==> config.mk <==
export PLATFORM = sky130hd
export DESIGN_NAME = md_debug_access_bridge_flat
export DESIGN_NICKNAME = d
export VERILOG_FILES = /design/src/rtl/md_debug_access_bridge_if.sv /design/src/rtl/md_debug_access_bridge.sv /design/src/flat_wrapper.sv
export SDC_FILE = /design/constraint.sdc
export NUM_CORES = 1
export LEC_CHECK = 0
export CAP_MARGIN = 20
export CORE_AREA = 2 2 426 428
export CTS_CLUSTER_SIZE = 14
export DETAILED_ROUTE_END_ITERATION = 8
export DIE_AREA = 0 0 428 430
export GPL_TIMING_DRIVEN = 0
export PLACE_DENSITY = 0.4
export SLEW_MARGIN = 25
export SYNTH_ARGS = -nofsm -noshare
export SYNTH_HDL_FRONTEND = slang
export SYNTH_SLANG_ARGS = --single-unit
==> constraint.sdc <==
create_clock -name ap_clk -period 42.9 [get_ports ap_clk]
set_input_delay 6.435 -clock ap_clk [delete_from_list [all_inputs] [get_ports ap_clk]]
set_output_delay 6.435 -clock ap_clk [all_outputs]
set_load 0.01 [all_outputs]
==> src/rtl/md_debug_access_bridge_if.sv <==
// Register-port and MD-core element-port bundle for md_debug_access_bridge.
// The slave modport is the bridge; the master modport is the register host plus the cores.
interface md_debug_access_bridge_if #(
    parameter int REG_ADDR_WIDTH = 9,
    parameter int DIN_WIDTH      = 210,
    parameter int DOUT_WIDTH     = 192,
    parameter int NUM_CH         = 4
);
    logic                         reg_wr;
    logic [REG_ADDR_WIDTH-1:0]    reg_waddr;
    logic [31:0]                  reg_wdata;
    logic                         reg_rd;
    logic [REG_ADDR_WIDTH-1:0]    reg_raddr;
    logic [31:0]                  reg_rdata;
    logic                         reg_rvalid;
    logic [DIN_WIDTH-1:0]         d_in;
    logic [NUM_CH-1:0]            elem_write;
    logic [NUM_CH-1:0]            elem_read;
    logic [NUM_CH-1:0]            elem_ack;
    logic [NUM_CH*DOUT_WIDTH-1:0] d_out;
    logic                         debug_reset_n;
    logic                         busy;

    modport slave (
        input  reg_wr, reg_waddr, reg_wdata, reg_rd, reg_raddr, elem_ack, d_out,
        output reg_rdata, reg_rvalid, d_in, elem_write, elem_read, debug_reset_n, busy
    );

    modport master (
        output reg_wr, reg_waddr, reg_wdata, reg_rd, reg_raddr, elem_ack, d_out,
        input  reg_rdata, reg_rvalid, d_in, elem_write, elem_read, debug_reset_n, busy
    );
endinterface

==> src/rtl/md_debug_access_bridge.sv <==
// Register-driven debug access engine: assembles element words, issues acked write/read
// requests to one of NUM_CH MD cores, shadows read data and generates a timed debug reset.
module md_debug_access_bridge #(
    parameter int REG_DATA_WIDTH   = 32,
    parameter int REG_ADDR_WIDTH   = 9,
    parameter int DIN_WIDTH        = 210,
    parameter int DOUT_WIDTH       = 192,
    parameter int NUM_CH           = 4,
    parameter int TIMEOUT_CYCLES   = 1024,
    parameter int RST_PULSE_CYCLES = 16
) (
    input  logic                    ap_clk,
    input  logic                    ap_rst,
    md_debug_access_bridge_if.slave bus
);
    localparam int DIN_BASE  = 16;  // word index of 0x040
    localparam int DOUT_BASE = 32;  // word index of 0x080
    localparam int DIN_WORDS = (DIN_WIDTH + 31) / 32;

    typedef enum logic [1:0] {
        IDLE = 2'd0,
        WREQ = 2'd1,
        RREQ = 2'd2,
        RSTP = 2'd3
    } state_t;

    state_t                    state_r, state_s;
    logic [7:0]                ch_r, ch_s;
    logic [REG_DATA_WIDTH-1:0] cnt_r, cnt_s, req_cycles_s;
    logic [REG_DATA_WIDTH-1:0] cycles_r, cycles_s, ctrl_r, rd_mux_s, reg_rdata_r;
    logic                      done_r, timeout_r, error_r, busy_r, reg_rvalid_r, debug_reset_n_r;
    logic                      done_set_s, timeout_set_s, err_set_s, capture_s;
    logic [DIN_WIDTH-1:0]      din_r, din_wr_s;
    logic [DOUT_WIDTH-1:0]     dout_r, dout_sel_s;
    logic [31:0]               din_rd_s, dout_rd_s;
    logic [NUM_CH-1:0]         elem_write_r, elem_read_r;
    logic                      wr_aligned_s, wr_ctrl_s, wr_status_s, wr_din_s, idle_s;
    logic                      cmd_valid_s, ack_sel_s;
    int                        wr_k_s, rd_k_s;

    function automatic logic [NUM_CH-1:0] ch_onehot(input logic [7:0] ch);
        logic [NUM_CH-1:0] v;
        v = '0;
        for (int k = 0; k < NUM_CH; k++) begin
            v[k] = (ch == 8'(k));
        end
        return v;
    endfunction

    assign wr_k_s       = int'(bus.reg_waddr[REG_ADDR_WIDTH-1:2]);
    assign rd_k_s       = int'(bus.reg_raddr[REG_ADDR_WIDTH-1:2]);
    assign wr_aligned_s = (bus.reg_waddr[1:0] == 2'b00);
    assign wr_ctrl_s    = bus.reg_wr && wr_aligned_s && (wr_k_s == 0);
    assign wr_status_s  = bus.reg_wr && wr_aligned_s && (wr_k_s == 1);
    assign wr_din_s     = bus.reg_wr && wr_aligned_s && (wr_k_s >= DIN_BASE) && (wr_k_s < DIN_BASE + DIN_WORDS);
    assign idle_s       = (state_r == IDLE);
    assign cmd_valid_s  = $onehot(bus.reg_wdata[2:0]) && (32'(bus.reg_wdata[15:8]) < 32'(NUM_CH));
    assign ack_sel_s    = |(bus.elem_ack & ch_onehot(ch_r));
    assign req_cycles_s = (cnt_r == '1) ? cnt_r : cnt_r + REG_DATA_WIDTH'(1);
    // A busy engine rejects DIN/CTRL writes so d_in and the active request stay stable.
    assign err_set_s    = idle_s ? (wr_ctrl_s && !cmd_valid_s) : (wr_ctrl_s || wr_din_s);

    // Merge an incoming DIN word into the element image; bits past DIN_WIDTH fall away.
    always_comb begin
        din_wr_s = din_r;
        for (int b = 0; b < DIN_WIDTH; b++) begin
            din_wr_s[b] = ((b / 32) == (wr_k_s - DIN_BASE)) ? bus.reg_wdata[b % 32] : din_r[b];
        end
    end

    // Read-side word extraction of DIN and DOUT images, zero-padded above the element width.
    always_comb begin
        din_rd_s  = '0;
        dout_rd_s = '0;
        for (int b = 0; b < DIN_WIDTH; b++) begin
            din_rd_s[b % 32] = din_rd_s[b % 32] | (din_r[b] & ((b / 32) == (rd_k_s - DIN_BASE)));
        end
        for (int b = 0; b < DOUT_WIDTH; b++) begin
            dout_rd_s[b % 32] = dout_rd_s[b % 32] | (dout_r[b] & ((b / 32) == (rd_k_s - DOUT_BASE)));
        end
    end

    // Select the d_out slice of the active channel.
    always_comb begin
        dout_sel_s = '0;
        for (int k = 0; k < NUM_CH; k++) begin
            dout_sel_s = dout_sel_s | (bus.d_out[k*DOUT_WIDTH +: DOUT_WIDTH] & {DOUT_WIDTH{ch_r == 8'(k)}});
        end
    end

    // Register read multiplexer.
    always_comb begin
        rd_mux_s = '0;
        if (bus.reg_raddr[1:0] != 2'b00) begin
            rd_mux_s = '0;
        end else if (rd_k_s == 0) begin
            rd_mux_s = ctrl_r;
        end else if (rd_k_s == 1) begin
            rd_mux_s = {{(REG_DATA_WIDTH-4){1'b0}}, error_r, timeout_r, done_r, busy_r};
        end else if (rd_k_s == 2) begin
            rd_mux_s = cycles_r;
        end else if ((rd_k_s >= DIN_BASE) && (rd_k_s < DOUT_BASE)) begin
            rd_mux_s = din_rd_s;
        end else begin
            rd_mux_s = dout_rd_s;
        end
    end

    // Next-state logic and operation completion events.
    always_comb begin
        state_s       = state_r;
        ch_s          = ch_r;
        cnt_s         = cnt_r;
        cycles_s      = cycles_r;
        done_set_s    = 1'b0;
        timeout_set_s = 1'b0;
        capture_s     = 1'b0;
        case (state_r)
            IDLE: begin
                cnt_s = '0;
                if (wr_ctrl_s && cmd_valid_s) begin
                    ch_s = bus.reg_wdata[15:8];
                    case (bus.reg_wdata[2:0])
                        3'b001:  state_s = WREQ;
                        3'b010:  state_s = RREQ;
                        3'b100:  state_s = RSTP;
                        default: state_s = IDLE;
                    endcase
                end else begin
                    state_s = IDLE;
                end
            end
            WREQ, RREQ: begin
                // Ack has priority, so an ack in the final timeout cycle still succeeds.
                if (ack_sel_s) begin
                    cycles_s   = req_cycles_s;
                    done_set_s = 1'b1;
                    capture_s  = (state_r == RREQ);
                    cnt_s      = '0;
                    state_s    = IDLE;
                end else if (req_cycles_s == REG_DATA_WIDTH'(TIMEOUT_CYCLES)) begin
                    cycles_s      = req_cycles_s;
                    timeout_set_s = 1'b1;
                    cnt_s         = '0;
                    state_s       = IDLE;
                end else begin
                    cnt_s = req_cycles_s;
                end
            end
            RSTP: begin
                if (req_cycles_s == REG_DATA_WIDTH'(RST_PULSE_CYCLES)) begin
                    done_set_s = 1'b1;
                    cnt_s      = '0;
                    state_s    = IDLE;
                end else begin
                    cnt_s = req_cycles_s;
                end
            end
            default: begin
                cnt_s   = '0;
                state_s = IDLE;
            end
        endcase
    end

    // FSM state, channel and cycle counter.
    always_ff @(posedge ap_clk or posedge ap_rst) begin
        if (ap_rst) begin
            state_r  <= IDLE;
            ch_r     <= 8'd0;
            cnt_r    <= '0;
            cycles_r <= '0;
        end else begin
            state_r  <= state_s;
            ch_r     <= ch_s;
            cnt_r    <= cnt_s;
            cycles_r <= cycles_s;
        end
    end

    // Registered core-side outputs derived from the next state.
    always_ff @(posedge ap_clk or posedge ap_rst) begin
        if (ap_rst) begin
            elem_write_r    <= '0;
            elem_read_r     <= '0;
            debug_reset_n_r <= 1'b1;
            busy_r          <= 1'b0;
        end else begin
            elem_write_r    <= (state_s == WREQ) ? ch_onehot(ch_s) : '0;
            elem_read_r     <= (state_s == RREQ) ? ch_onehot(ch_s) : '0;
            debug_reset_n_r <= (state_s != RSTP);
            busy_r          <= (state_s != IDLE);
        end
    end

    // Register file: CTRL, sticky STATUS with W1C (set wins), DIN image and DOUT shadow.
    always_ff @(posedge ap_clk or posedge ap_rst) begin
        if (ap_rst) begin
            ctrl_r    <= '0;
            done_r    <= 1'b0;
            timeout_r <= 1'b0;
            error_r   <= 1'b0;
            din_r     <= '0;
            dout_r    <= '0;
        end else begin
            if (wr_ctrl_s && idle_s) begin
                ctrl_r <= bus.reg_wdata;
            end
            if (wr_din_s && idle_s) begin
                din_r <= din_wr_s;
            end
            if (capture_s) begin
                dout_r <= dout_sel_s;
            end
            done_r    <= done_set_s    | (done_r    & ~(wr_status_s & bus.reg_wdata[1]));
            timeout_r <= timeout_set_s | (timeout_r & ~(wr_status_s & bus.reg_wdata[2]));
            error_r   <= err_set_s     | (error_r   & ~(wr_status_s & bus.reg_wdata[3]));
        end
    end

    // Read port: data and valid one cycle after the strobe.
    always_ff @(posedge ap_clk or posedge ap_rst) begin
        if (ap_rst) begin
            reg_rvalid_r <= 1'b0;
            reg_rdata_r  <= '0;
        end else begin
            reg_rvalid_r <= bus.reg_rd;
            if (bus.reg_rd) begin
                reg_rdata_r <= rd_mux_s;
            end
        end
    end

    assign bus.reg_rdata     = reg_rdata_r;
    assign bus.reg_rvalid    = reg_rvalid_r;
    assign bus.d_in          = din_r;
    assign bus.elem_write    = elem_write_r;
    assign bus.elem_read     = elem_read_r;
    assign bus.debug_reset_n = debug_reset_n_r;
    assign bus.busy          = busy_r;
endmodule

==> src/flat_wrapper.sv <==
// flat-port wrapper written by rule: the top's interface ports become plain ports
module md_debug_access_bridge_flat 
#(
    parameter int REG_DATA_WIDTH   = 32,
    parameter int REG_ADDR_WIDTH   = 9,
    parameter int DIN_WIDTH        = 210,
    parameter int DOUT_WIDTH       = 192,
    parameter int NUM_CH           = 4,
    parameter int TIMEOUT_CYCLES   = 1024,
    parameter int RST_PULSE_CYCLES = 16
)
  (ap_clk, ap_rst, bus_reg_wr, bus_reg_waddr, bus_reg_wdata, bus_reg_rd, bus_reg_raddr, bus_elem_ack, bus_d_out, bus_reg_rdata, bus_reg_rvalid, bus_d_in, bus_elem_write, bus_elem_read, bus_debug_reset_n, bus_busy);
  md_debug_access_bridge_if #(.REG_ADDR_WIDTH(REG_ADDR_WIDTH), .DIN_WIDTH(DIN_WIDTH), .DOUT_WIDTH(DOUT_WIDTH), .NUM_CH(NUM_CH)) bus_i ();
  input  logic ap_clk;
  input  logic ap_rst;
  input wire logic [$bits(bus_i.reg_wr)-1:0] bus_reg_wr;
  input wire logic [$bits(bus_i.reg_waddr)-1:0] bus_reg_waddr;
  input wire logic [$bits(bus_i.reg_wdata)-1:0] bus_reg_wdata;
  input wire logic [$bits(bus_i.reg_rd)-1:0] bus_reg_rd;
  input wire logic [$bits(bus_i.reg_raddr)-1:0] bus_reg_raddr;
  input wire logic [$bits(bus_i.elem_ack)-1:0] bus_elem_ack;
  input wire logic [$bits(bus_i.d_out)-1:0] bus_d_out;
  output wire logic [$bits(bus_i.reg_rdata)-1:0] bus_reg_rdata;
  output wire logic [$bits(bus_i.reg_rvalid)-1:0] bus_reg_rvalid;
  output wire logic [$bits(bus_i.d_in)-1:0] bus_d_in;
  output wire logic [$bits(bus_i.elem_write)-1:0] bus_elem_write;
  output wire logic [$bits(bus_i.elem_read)-1:0] bus_elem_read;
  output wire logic [$bits(bus_i.debug_reset_n)-1:0] bus_debug_reset_n;
  output wire logic [$bits(bus_i.busy)-1:0] bus_busy;
  assign bus_i.reg_wr = bus_reg_wr;
  assign bus_i.reg_waddr = bus_reg_waddr;
  assign bus_i.reg_wdata = bus_reg_wdata;
  assign bus_i.reg_rd = bus_reg_rd;
  assign bus_i.reg_raddr = bus_reg_raddr;
  assign bus_i.elem_ack = bus_elem_ack;
  assign bus_i.d_out = bus_d_out;
  assign bus_reg_rdata = bus_i.reg_rdata;
  assign bus_reg_rvalid = bus_i.reg_rvalid;
  assign bus_d_in = bus_i.d_in;
  assign bus_elem_write = bus_i.elem_write;
  assign bus_elem_read = bus_i.elem_read;
  assign bus_debug_reset_n = bus_i.debug_reset_n;
  assign bus_busy = bus_i.busy;
  md_debug_access_bridge #(.REG_DATA_WIDTH(REG_DATA_WIDTH), .REG_ADDR_WIDTH(REG_ADDR_WIDTH), .DIN_WIDTH(DIN_WIDTH), .DOUT_WIDTH(DOUT_WIDTH), .NUM_CH(NUM_CH), .TIMEOUT_CYCLES(TIMEOUT_CYCLES), .RST_PULSE_CYCLES(RST_PULSE_CYCLES)) u_core (.ap_clk(ap_clk), .ap_rst(ap_rst), .bus(bus_i));
endmodule
==> flow_summary_export.csv, run 1 <==
group,metric,value,unit
timing,tightest_slew,1300,ps
clock_tree,post_cts_resized,0,
placement,routabilityCongestion,0.917,
clock_tree,numCtsBuffers,73,
cells_and_area,nNetsFinal,4607,
clock_tree,clk_pin_slew,60,ps
placement,pre_cts_ws,31380,ps
routing,avgRoutedWirePerCell,34.4,µm
setup_path,worst_r2r_path_depth,8,
clock_tree,cts.sinks,554,
setup_path,endpoint_kind,"flop",
timing,min_period,10890,ps
setup_path,crit_arrival,11480,ps
cells_and_area,fin_area,44700,µm²
cells_and_area,utilization,24.9,%
clock_tree,clk_latency,690,ps
cells_and_area,layout_commonest_cell,"clkdlybuf4s50_1",
setup_path,rrSetupSlack,37990,ps
global_route,grt_max_degree,89,
timing,hold_violations,0,
synthesis,synthDistinctLibCells,70,
power_and_ir_drop,power,1.33,mW
global_route,grt_antenna_before_repair,35,
synthesis,ys_warn_count,0,
cells_and_area,synthToLayoutAreaGrowth,60.2,%
die,die_x,428,µm
timing,maxSlewHeadroom,13.7,%
placement,port_buffers,1073,
cells_and_area,seq_area,13900,µm²
timing,hold_slack,480,ps
die,coreArea,180000,µm²
clock_tree,cts_tree,"done",
setup_path,path_max_fanout,10,
setup_path,endpoint,"u_core.bus.reg_rdata[29]",
placement,dpl.hpwl,179,mm
die,die_area,184000,µm²
clock_tree,clock_path_buffers,3,
clock_tree,ctsHoldBuffers,0,
synthesis,ys_ff_latch,554,
synthesis,synth-main-ff-cell,"dfrtp_1",
routing,drt_wl_total,214,mm
die,dieHeight,430,µm
timing,rsz0062_at_grt,"no",
synthesis,synth_fp_nets,3430,
timing,skew,27.5,ps
timing,slew_violations,0,
synthesis,async_reset_ff_share,100,%
cells_and_area,multi_input_area,12800,µm²
cells_and_area,drive_gt1_share,12.0,%
timing,setup_ws,32010,ps
clock_tree,clockRootBuffer,"clkbuf_16",
die,core.rowCount,156,
setup_path,r2r-end,"u_core.dout_r[189]",
die,initial_core_util,15.5,%
setup_path,required,43500,ps
setup_path,critPathLaunchType,"input port",
clock_tree,cts_setup_buffers,0,
global_route,grt.total_usage,22.4,%
placement,post-place-cells,6065,
die,ios,1079,
synthesis,netlist_area,27900,µm²
cells_and_area,fillers,19443,
global_route,grt_first_pass_wirelength,280,mm
hold_path,hold_path.class,"reg2reg",
power_and_ir_drop,peakVddDrop,0.0000239,V
synthesis,synth-seq-area-share,49.7,%
routing,num_vias,29053,
setup_path,critical_path_class,"in2reg",
flow_run,max_cap_violations,0,
routing,dr.pass1.iters,7,
synthesis,syn_area_per_cell,10.7,µm²
timing,setup_viol,0,
routing,drt_first_iter_violations,2581,
placement,placed_area,42000,µm²
routing,viasPerCell,4.67,
cells_and_area,layout_common_cells,"clkdlybuf4s50_1, dfrtp_1, nand2_1",
timing,fin_crit_sh,25.4,%
timing,tns,0,ps
synthesis,syn_inst,2595,
global_route,grt_pass1_vias,29712,
run_status,outcome,"complete, no violations",
power_and_ir_drop,power_leakage,18.2,nW
cells_and_area,finalNonFillerCells,6218,
routing,ant_nets,0,
synthesis,synth_edf_count,0,
power_and_ir_drop,p_per_area,29.7,nW/µm²
clock_tree,htreeDepth,3,
setup_path,startpoint,"bus_reg_raddr[7]",
routing,drcViolationCount,0,
setup_path,timing.rr.start,"u_core.ch_r[0]",
global_route,gr-total-overflow,0,
timing,fmax,91.8,MHz
==> final cells by class <==
class / instances / area share [%]
plain buffers: 240 / 2.23
clock buffers: 108 / 4.79
clock inverters: 26 / 0.952
multi-input cells: 1729 / 28.7
flip-flops and latches: 554 / 31.0
well taps: 2370 / 6.64
diodes: 17 / 0.0952
repair buffers: 1102 / 24.9
inverters: 72 / 0.622
==> how the worst min path moves through the flow <==
stage | depth (start not counted) | end | from | slack (ps)
after floorplan | 2 | u_core.done_r | u_core.done_r | 450
after global placement | 2 | u_core.dout_r[126] | u_core.dout_r[126] | 460
after detailed placement | 2 | u_core.dout_r[178] | u_core.dout_r[178] | 470
after CTS | 2 | u_core.dout_r[178] | u_core.dout_r[178] | 480
after global routing | 2 | u_core.dout_r[185] | u_core.dout_r[185] | 500
final | 2 | u_core.dout_r[8] | u_core.dout_r[8] | 480
==> flip-flops by register name (all words and copies together), names as in the netlist <==
signal	cells
u_core.bus.d_in	210
u_core.dout_r	192
u_core.bus.reg_rdata	32
u_core.cnt_r	32
u_core.ctrl_r	32
u_core.cycles_r	32
u_core.ch_r	8
u_core.bus.elem_read	4
u_core.bus.elem_write	4
u_core.state_r	2
u_core.bus.busy	1
u_core.bus.debug_reset_n	1
u_core.bus.reg_rvalid	1
u_core.done_r	1
u_core.error_r	1
u_core.timeout_r	1
==> synthesized netlist by cell type, types with 9 or more instances <==
| master | count | area share (%) |
|---|---|---|
| xor2_1 | 12 | 0.38 |
| nand2_1 | 293 | 3.9 |
| mux2_1 | 11 | 0.44 |
| buf_1 | 14 | 0.19 |
| nor4_1 | 13 | 0.29 |
| a22oi_1 | 26 | 0.70 |
| o22ai_1 | 32 | 0.72 |
| a211oi_1 | 10 | 0.27 |
| nor3_1 | 40 | 0.72 |
| nor2_1 | 39 | 0.53 |
| buf_2 | 11 | 0.20 |
| nand4_1 | 16 | 0.36 |
| mux2i_1 | 23 | 0.83 |
| o21ai_0 | 214 | 3.8 |
| a21oi_1 | 13 | 0.23 |
| dfrtp_1 | 553 | 50 |
| a22o_1 | 195 | 6.1 |
| and2_1 | 9 | 0.20 |
| or3_1 | 9 | 0.20 |
| a221oi_1 | 209 | 6.6 |
| and3_1 | 29 | 0.65 |
| mux2_2 | 233 | 9.4 |
| inv_1 | 72 | 0.97 |
| clkbuf_1 | 207 | 2.8 |
| nand3_1 | 69 | 1.2 |
| a222oi_1 | 122 | 4.4 |
| xnor2_1 | 22 | 0.69 |
==> cell families after synthesis <==
family | synth area share (%)
compound gates | 23.9
xor+xnor | 1.07
fa+ha+maj | 0.431
buf+inv | 4.42
flops | 49.7
mux | 10.8
simple gates | 9.71
==> report_power, final <==
part           total (mW)  switching, mW  internal (mW)
Clock               0.660          0.269          0.392
Combinational       0.143         0.0619         0.0806
Sequential          0.525       0.000754          0.524
==> critical path, cell delays in order <==
cell and delay (ps):
clkdlybuf4s50_1 550, inv_1 110, ha_1 230, inv_1 80, o2111ai_1 330, nor2_1 770, clkbuf_1 830, clkbuf_1 680
a22oi_1 190, nand3_1 310, nand2_1 140, a31oi_1 460, a21oi_1 180, o22ai_1 150
==> layer usage <==
metal  global-route usage (%)  vias up  routed length, µm
met2                     41.3     1132             112000
met1                     26.5    15144              85100
met5                        0        -                 90
met4                     7.37       14               7350
li1                         -    12522                  -
met3                     3.33      241               9360
Note: power is estimated with default switching activity, not from simulation.
==> inputs of run 2 (changes only) <==
Settings changed: CORE_AREA 2 2 426 428 to 2 2 415 417, DIE_AREA 0 0 428 430 to 0 0 417 419, PLACE_DENSITY 0.4 to 0.42.
Clock period 42.9 ns to 9.7 ns, I/O delays scaled along.
==> run 2 against run 1 <==
Clock-buffer cell count decreased by 5. Worst setup slack got worse by 28000 ps. First-iteration DRC count increased by 17%. Global-route usage increased by 2.1 points. Highest routed layer unchanged. Critical path depth unchanged. Clock skew increased by 8.2 ps. Clock power increased to 4.2 times the previous value.
==> flow_summary_export.csv, run 2 (synthesis results as in run 1) <==
group,metric,value,unit
run_status,outcome,"complete, no violations",
die,dieHeight,419,µm
cells_and_area,multi_input_area,12800,µm²
die,die_x,417,µm
clock_tree,cts_tree,"done",
cells_and_area,seq_area,13900,µm²
routing,num_vias,29415,
power_and_ir_drop,power_leakage,18.3,nW
setup_path,r2r-end,"u_core.dout_r[1]",
cells_and_area,fillers,18285,
setup_path,path_buf_inv,5,
clock_tree,clock_path_buffers,3,
setup_path,path_max_fanout,10,
routing,drt_first_iter_violations,3024,
cells_and_area,layout_commonest_cell,"clkdlybuf4s50_1",
timing,rsz0062_at_grt,"no",
placement,port_buffers,1073,
placement,routabilityCongestion,0.936,
clock_tree,numCtsBuffers,72,
global_route,grt_antenna_before_repair,79,
timing,tns,0,ps
die,die_area,175000,µm²
placement,pre_cts_ws,3190,ps
die,coreArea,171000,µm²
timing,setup_ws,3630,ps
setup_path,crit_cells,14,
die,core.rowCount,152,
setup_path,cp_cell_sequence,"clkdlybuf4s50_1, inv_1, ha_1, inv_1, o2111ai_1, nor2_1, clkbuf_1, clkbuf_1, a22oi_1, nand3_1, nand2_1, a31oi_1, a21oi_1, o22ai_1",
timing,maxSlewHeadroom,21.8,%
setup_path,worst_r2r_path_depth,8,
timing,fin_crit_sh,62.6,%
global_route,gr-total-overflow,0,
timing,min_period,6070,ps
power_and_ir_drop,power_frac_clock,48.4,%
clock_tree,clk_pin_slew,60,ps
clock_tree,clockRootBuffer,"clkbuf_16",
setup_path,startpoint,"bus_reg_raddr[7]",
setup_path,cp_top_family,"buffers and inverters",
die,initial_core_util,16.3,%
timing,slew_violations,0,
power_and_ir_drop,p_per_area,129,nW/µm²
routing,dr.pass1.iters,8,
flow_run,max_cap_violations,0,
routing,ant_nets,0,
clock_tree,ctsHoldBuffers,0,
setup_path,crit_arrival,6680,ps
clock_tree,post_cts_resized,0,
setup_path,timing.rr.start,"u_core.ch_r[0]",
placement,dpl.hpwl,188,mm
clock_tree,cts_setup_buffers,0,
clock_tree,clk_latency,700,ps
clock_tree,htreeDepth,3,
cells_and_area,layout_common_cells,"clkdlybuf4s50_1, dfrtp_1, nand2_1",
cells_and_area,synthToLayoutAreaGrowth,60.8,%
timing,hold_violations,0,
routing,drcViolationCount,0,
routing,drt_wl_total,222,mm
power_and_ir_drop,pwr-share-seq,40.1,%
global_route,grt_pass1_vias,29720,
setup_path,endpoint,"u_core.bus.reg_rdata[29]",
timing,fmax,165,MHz
setup_path,rrSetupSlack,5160,ps
timing,setup_viol,0,
setup_path,endpoint_kind,"flop",
routing,viasPerCell,4.81,
power_and_ir_drop,peakVddDrop,0.000118,V
global_route,grt_max_degree,30,
power_and_ir_drop,p_comb_share,11.4,%
cells_and_area,largest_register_ffs,210,
global_route,grt_first_pass_wirelength,285,mm
global_route,grt.total_usage,24.5,%
setup_path,cp_slowest_cell,"clkbuf_1",
power_and_ir_drop,p_sw,1.47,mW
setup_path,slowest_delay,870,ps
cells_and_area,drive_gt1_share,12.0,%
die,ios,1079,
setup_path,critical_path_class,"in2reg",
timing,tightest_slew,1170,ps
hold_path,hold_path.class,"reg2reg",
setup_path,required,10300,ps
power_and_ir_drop,power.internal,4.31,mW
setup_path,critPathLaunchType,"input port",
power_and_ir_drop,switching_share,25.5,%
cells_and_area,utilization,26.3,%
routing,avgRoutedWirePerCell,36.3,µm
cells_and_area,nNetsFinal,4620,
timing,skew,35.7,ps
clock_tree,cts.sinks,554,
-- run 2: changes by cell type in the layout (fill, tap and decap cells not counted), moves of 4 or more --
cell      change
diode_2      +24
clkbuf_1      +5
buf_12       +15
buf_16        +4
clkbuf_2      -7
buf_2         -4
-- run 2: tightest hold or removal path, delay by kind of cell (launching register included) --
family,cells,cell delay [ps]
flops,1,340
compound gates,1,60
simple gates,1,50
-- run 2: how the worst min path moves through the flow --
stage	from	to	slack (ps)	cells past startpoint
floorplan	u_core.done_r	u_core.done_r	450	2
global placement	u_core.dout_r[182]	u_core.dout_r[182]	460	2
detailed placement	u_core.dout_r[173]	u_core.dout_r[173]	470	2
CTS	u_core.dout_r[173]	u_core.dout_r[173]	480	2
global route	u_core.dout_r[105]	u_core.dout_r[105]	500	2
finish	u_core.dout_r[173]	u_core.dout_r[173]	480	2
-- run 2: power by group through the flow --
| stage | Sequential [mW] | Combinational (mW) | Clock, mW |
|---|---|---|---|
| after floorplan | 2.36 | 0.116 | 0 |
| after global placement | 2.37 | 0.633 | 0 |
| after detailed placement | 2.36 | 0.663 | 0 |
| after CTS | 2.32 | 0.666 | 2.87 |
| after global routing | 2.32 | 0.691 | 2.96 |
| final | 2.32 | 0.660 | 2.80 |
-- run 2: through the flow --
step / total power [mW] / hold WS (ps) / cells / area, µm²
final: 5.78 / 482 / 6111 / 44800
after detailed placement: 3.02 / 470 / 5944 / 42300
after global routing: 5.97 / 504 / 6105 / 44800
after CTS: 5.85 / 483 / 6070 / 44700
after global placement: 3.00 / 464 / 5901 / 41400
after floorplan: 2.48 / 448 / 2595 / 27900
-- run 2: area by class of cell --
class	count	area share, %
buffer	240	2.20
tap	2233	6.23
sequential	554	30.9
antenna	41	0.229
clock inverter	23	0.821
multi-input combinational	1729	28.7
inverter	72	0.611
clock buffer	103	4.64
timing repair buffer	1116	25.7
-- run 2: routing by layer --
layer  wire length [µm]  track usage [%]  part of all wire, %  vias up
met2             112000             43.0                   51     1395
met3              12200             4.57                  5.5      331
li1                   -                -                    -    12577
met4              13400             14.3                  6.1       22
met1              83600             27.7                   38    15090
met5                135                0                0.061        -
